$ cat src/rtl/fp_dispatcher.sv
// fp_dispatcher: requester side of the FPU start/finish four-phase handshake, one operation in flight.
// Optional ISSUE-phase abort is compiled in when FP_DISP_TIMEOUT_EN is defined.
module fp_dispatcher #(
    parameter int TAG_W       = 4,
    parameter int TIMEOUT_CYC = 1024
) (
    input  logic             clk,
    input  logic             rst,
    input  logic             req_valid,
    output logic             req_ready,
    input  logic             req_op,
    input  logic [31:0]      req_a,
    input  logic [31:0]      req_b,
    input  logic [TAG_W-1:0] req_tag,
    output logic [31:0]      fpu_a,
    output logic [31:0]      fpu_b,
    output logic             fpu_multiplicando,
    output logic             fpu_start,
    input  logic [31:0]      fpu_s,
    input  logic             fpu_finish,
    output logic             rsp_valid,
    input  logic             rsp_ready,
    output logic [31:0]      rsp_data,
    output logic [TAG_W-1:0] rsp_tag,
    output logic             rsp_err,
    output logic             busy
);
    typedef enum logic [1:0] {IDLE, ISSUE, RELEASE, RESP} state_t;

    state_t           state_reg;
    logic [TAG_W-1:0] tag_reg;

    assign req_ready = (state_reg == IDLE);
    assign busy      = (state_reg != IDLE);

`ifdef FP_DISP_TIMEOUT_EN
    localparam int               CNT_W    = $clog2(TIMEOUT_CYC + 1);
    // Abort on the edge where the count would reach TIMEOUT_CYC, i.e. after TIMEOUT_CYC ISSUE cycles.
    localparam logic [CNT_W-1:0] CNT_LAST = CNT_W'(TIMEOUT_CYC - 1);
    logic [CNT_W-1:0] cnt_reg;
    logic             err_reg;
    assign rsp_err = err_reg;
`else
    assign rsp_err = 1'b0;
`endif

    always_ff @(posedge clk or posedge rst) begin
        if (rst) begin
            state_reg         <= IDLE;
            tag_reg           <= '0;
            fpu_a             <= '0;
            fpu_b             <= '0;
            fpu_multiplicando <= 1'b0;
            fpu_start         <= 1'b0;
            rsp_valid         <= 1'b0;
            rsp_data          <= '0;
            rsp_tag           <= '0;
`ifdef FP_DISP_TIMEOUT_EN
            cnt_reg           <= '0;
            err_reg           <= 1'b0;
`endif
        end else begin
            case (state_reg)
                IDLE: begin
                    if (req_valid) begin
                        fpu_a             <= req_a;
                        fpu_b             <= req_b;
                        fpu_multiplicando <= req_op;
                        tag_reg           <= req_tag;
                        fpu_start         <= 1'b1;
`ifdef FP_DISP_TIMEOUT_EN
                        cnt_reg           <= '0;
`endif
                        state_reg         <= ISSUE;
                    end
                end
                ISSUE: begin
                    // Completion has priority over a timeout landing on the same edge.
                    if (fpu_finish) begin
                        rsp_data  <= fpu_s;
                        fpu_start <= 1'b0;
`ifdef FP_DISP_TIMEOUT_EN
                        err_reg   <= 1'b0;
`endif
                        state_reg <= RELEASE;
                    end
`ifdef FP_DISP_TIMEOUT_EN
                    else if (cnt_reg == CNT_LAST) begin
                        rsp_data  <= 32'h7FC0_0000;
                        fpu_start <= 1'b0;
                        err_reg   <= 1'b1;
                        state_reg <= RELEASE;
                    end else begin
                        cnt_reg <= cnt_reg + CNT_W'(1);
                    end
`endif
                end
                RELEASE: begin
                    // Hold here until the FPU drops finish so the next start cannot alias it.
                    if (!fpu_finish) begin
                        rsp_valid <= 1'b1;
                        rsp_tag   <= tag_reg;
                        state_reg <= RESP;
                    end
                end
                RESP: begin
                    if (rsp_ready) begin
                        rsp_valid <= 1'b0;
                        state_reg <= IDLE;
                    end
                end
                default: state_reg <= IDLE;
            endcase
        end
    end
endmodule

$ cat config.mk
export PLATFORM = sky130hd
export DESIGN_NAME = fp_dispatcher
export DESIGN_NICKNAME = d
export VERILOG_FILES = /design/src/rtl/fp_dispatcher.sv
export SDC_FILE = /design/constraint.sdc
export NUM_CORES = 1
export LEC_CHECK = 0
export ABC_AREA = 1
export BUFFER_PORTS_ARGS = -buffer_cell sky130_fd_sc_hd__buf_2
export CAP_MARGIN = 20
export CORE_MARGIN = 4
export CORE_UTILIZATION = 46
export CTS_CLUSTER_DIAMETER = 150
export DETAILED_ROUTE_END_ITERATION = 10
export GPL_TIMING_DRIVEN = 1
export PLACE_DENSITY = 0.8
export SETUP_SLACK_MARGIN = 0.02
export SYNTH_ARGS = -nofsm -noshare
export SYNTH_HDL_FRONTEND = slang
export SYNTH_SLANG_ARGS = --single-unit
$ cat constraint.sdc
create_clock -name clk -period 4.5 [get_ports clk]
set_input_delay 0.45 -clock clk [delete_from_list [all_inputs] [get_ports clk]]
set_output_delay 0.45 -clock clk [all_outputs]
set_load 0.01 [all_outputs]
* Yosys cells after proc, flatten, opt, wreduce, memory -nomap -nowiden *
Index checks and enable logic that the tools add are counted.

storage, ports and cells
  output and inout port bits = 106
  bits of input ports = 106
  logic and storage cells = 38
  register bits after elaboration = 109

cells by class
  reduce and logical (&&, ||, !) cells = 10
  muxes and demuxes = 11
  bitwise operators = 1
  equality and inequality tests = 7

operator list
  cell                                                              number
  2-bit 2-to-1 mux                                                  4
  2-bit != test (second input constant)                             4
  2-bit one-hot mux with 4 select lines                             1
  2-bit AND reduction                                               3
  3-bit AND reduction                                               2
  2-bit nonzero test                                                3
  2-bit == test (second input constant)                             2
  1-bit 2-to-1 mux                                                  4
  1-bit one-hot mux with 2 select lines                             2
  4-bit AND reduction                                               1
  2-bit by 1-bit == test with 1-bit output (second input constant)  1
  2-bit zero test                                                   1
  1-bit inverter                                                    1

* Longest topological paths before layout *
  depth in word-level cells = 3
  depth in mapped cells = 8
  gate-level depth less buffers = 7

* Worst setup path before layout *
Ideal clock, no wire load.

  path type = flip-flop to flip-flop
  from = register state_reg[0]
  to = register fpu_a[0]
  path slack = 3.083 ns
  buffers on the path = 2
  cell stages (with the launch flop) = 8
  data arrival time = 1.300 ns
  required time = 4.384 ns
  cells stage by stage = dfrtp_1 > inv_1 > ha_1 > nand2_1 > buf_4 > buf_6 > nand2_1 > nand2_1

between the ends
  longest elaborated chain between the ends = 2

ends and longest elaborated chain
  item                                  RTL line  source
  start, declared                       30        state_t state_reg;
  start signal, assigned                49        state_reg <= IDLE;
  start signal, assigned                74        state_reg <= ISSUE;
  start signal, assigned                85        state_reg <= RELEASE;
  2-bit zero test                       n/a
  net req_ready                         10        output logic req_ready,
  2-bit AND reduction (no source line)  n/a
  end signal, assigned                  66        fpu_a <= req_a;
  end, declared                         15        output logic [31:0] fpu_a,

The timed path passes the listed nets, and every way through them passes these cells.
A chain may end at the register's enable or synchronous reset.

* Worst setup path in the final report *
  from = register state_reg[1]
  to = register fpu_start

between the ends
  longest elaborated chain between the ends = 3
  elaborated cells between the ends (all ways) = 7
  classes of those cells = 3 x eq/ne; 1 x mux; 3 x reduce/logical

ends and longest elaborated chain
  item                                                                                RTL line  source
  2-bit by 1-bit == test with 1-bit output / 2-bit zero test (equally long branches)  63        case (state_reg)
  2-bit != test (no source line) / 2-bit nonzero test (equally long branches)         n/a
  3-bit AND reduction (no source line)                                                n/a
  end signal, assigned                                                                54        fpu_start <= 1'b0;
  end signal, assigned                                                                70        fpu_start <= 1'b1;
  end signal, assigned                                                                81        fpu_start <= 1'b0;
  end, declared                                                                       18        output logic fpu_start,

Several ways; a longest one is shown, not always the timed one.

==> results.cfg <==
[run_status]
status = complete, no violations

[cts]
htreeDepth = 3
clock_path_buffers = 2
postCtsHoldBufs = 0
postCtsSetupBuffers = 0
post_cts_resize_count = 0
cts_buffers = 9
clk_latency_ns = 0.36
cts_tree = yes
clockRootBuffer = clkbuf_8
clock_sink_count = 109
clk_pin_slew_ns = 0.10

[synth]
synthArstFlopShare_pct = 100.0
ys_types = 16
synth_most_common_cell = nand2_1
ys_seq_area_share_pct = 63.17
syn_avg_cell_area_sq_um = 8.903
netlist_instances = 485
syn_area_sq_um = 4318
ys_top_cells_by_count = 283 x nand2_1, 109 x dfrtp_1, 35 x nand3_1
ys_warn_count = 0
synth_area_leader_cell = dfrtp_1
synth_edf_count = 0
ys_ff_latch = 109
yosys-top-cells-area = dfrtp_1 63%, nand2_1 25%, nand3_1 4.1%
synthesis.nets = 596
synthFlopType = dfrtp_1
synth_top_area_share_pct = 63.17

[setup_path]
timing.rr.end = fpu_start$_DFFE_PP0P_
cp-start-kind = flip-flop
r2r_setup_slack_ns = 2.32
cp.arrival_ns = 2.42
crit_chain = inv_1, ha_1, buf_16, nand2_1, a21oi_1, nor2_1
crit_path_max_incr_delay_ns = 0.63
cp-end-kind = flip-flop
worst-path-max-fanout = 33
r2r_cells = 6
path_class = reg2reg
worstPathRequired_ns = 4.75
reg2reg_from = state_reg[1]$_DFFE_PP0P_
cp_slowest_cell = nand2_1

[final_layout]
antennaDiodeCount = 0
final_cells = 801
syn_to_final_growth_pct = 30.57
seq_area_sq_um = 2728
fill_cells = 810
fin_nets = 796
reg_top3 = fpu_a x32, fpu_b x32, rsp_data x32
drive_gt1_share_pct = 33.91
multi_input_area_sq_um = 1378

[placement]
io_buffers = 210
placedCellCount = 782
dpl_worst_slack_ns = 1.610
hpwlAfterDp_mm = 7.424
gp_congestion = 0.7298

[global_route]
grt_max_degree = 85
grt_util_all_layers_pct = 19.13
grt_pass1_wl_mm = 17.16
antenna_found_initial = 0
grt_pass1_vias = 3715
overflow = 0

[run]
max-cap-violations = 0

[floorplanning]
fp.coreArea_sq_um = 9196
die_h_um = 104.9
die_width_um = 104.9
start_util_pct = 46.95
boundaryPins = 212
rows = 35
dieArea_sq_um = 11000

[detailed_routing]
finalWirelength_mm = 10.42
final_antenna_net_count = 0
avgRoutedWirePerCell_um = 13.00
drt-initial-drc-count = 242
vias = 3780
viasPerCell = 4.719
drcViolationCount = 0
firstDrtPassIters = 4

[sta]
fin_crit_ns = 2.175
clock_skew_ns = 0.01008
worst_pin_slew_ns = 1.046
tns_ns = 0
max_freq_ghz = 0.4597
setup_viol = 0
drv_slew = 0
finalCritPeriodShare_pct = 48.34
hold_viol = 0
relSlewSlack_pct = 30.08
grt_setup_unrepaired = no
worst_slack_ns = 2.325

[power]
total_power_uw = 3854
max-vdd-ir-drop_v = 0.0004415
leakage_uw = 0.003397
power_density_nw_per_um2 = 683.5

[hold_path]
hold_path.class = in2async
[per-layer routing]
layer	share of wire [%]	global-route usage [%]	routed length (um)	vias to the layer above
li1	-	-	-	1876
met1	43	25.28	4500	1742
met2	49	31.03	5058	150
met3	7.1	5.003	741	12
met4	1.1	5.904	114	0
met5	0	0	0	-
[report_power, final]
group	switching, uW	total [uW]	internal [uW]
clock network	324	603	279
logic	949	1580	629
registers	237	1670	1430
[through the flow]
step / cell area [sq um] / hold slack [ns] / util, %
floorplan: 4318 / 0.4495 / -
global placement: 5358 / 0.4490 / 58.26
detailed placement: 5358 / 0.4532 / 58.26
CTS: 5563 / 0.2519 / 60.49
global route: 5638 / 0.02658 / 61.31
finish: 5638 / 0.03343 / 61.31
[worst max-delay path, delay by kind of cell, from the launching register on]
family,cells,cell delay (ns)
compound gates,1,0.34
fa+ha+maj,1,0.29
buf+inv,2,0.30
flops,1,0.43
simple gates,2,0.70
[cells by family (layout without fill, tap and decap cells)]
family	count (synthesis)	after routing	synth area share, %
compound gates	11	11	1.333
fa+ha+maj	5	5	1.449
buf+inv	38	243	4.984
flops	109	109	63.17
other cells	1	1	0.08685
simple gates	321	321	28.98
[layout make-up]
cell class | instances | area share [%]
Timing Repair Buffer | 215 | 20.24
Multi-Input combinational cell | 338 | 24.43
Clock buffer | 11 | 2.508
Tap cell | 111 | 2.463
Clock inverter | 5 | 1.132
Inverter | 12 | 0.8433
Sequential cell | 109 | 48.38
[layout by cell type, fill, tap and decap left out]
cell	count
bufinv_16	1
buf_16	2
inv_6	3
buf_4	2
nand2_2	1
conb_1	1
buf_2	210
dfrtp_1	109
a21oi_1	2
nand3_1	35
clkbuf_1	1
inv_2	1
clkbuf_8	10
nand2_1	282
nor2_1	2
inv_4	1
clkinvlp_4	1
or2_2	1
a21boi_0	1
o21ai_0	8
inv_1	10
ha_1	5
buf_12	1
[worst max-delay path by stage]
stage	start	endpoint	slack, ns	cells after the start
after CTS	state_reg[1]$_DFFE_PP0P_	fpu_start$_DFFE_PP0P_	1.60	5
after detailed placement	state_reg[1]$_DFFE_PP0P_	fpu_start$_DFFE_PP0P_	1.61	5
after global placement	state_reg[1]$_DFFE_PP0P_	fpu_start$_DFFE_PP0P_	1.66	5
after global routing	state_reg[1]$_DFFE_PP0P_	fpu_start$_DFFE_PP0P_	2.06	6
final	state_reg[1]$_DFFE_PP0P_	fpu_start$_DFFE_PP0P_	2.32	6
after floorplan	rst	fpu_a[0]$_DFFE_PP0P_	1.18	1
Note: power is estimated with default switching activity, not from simulation.
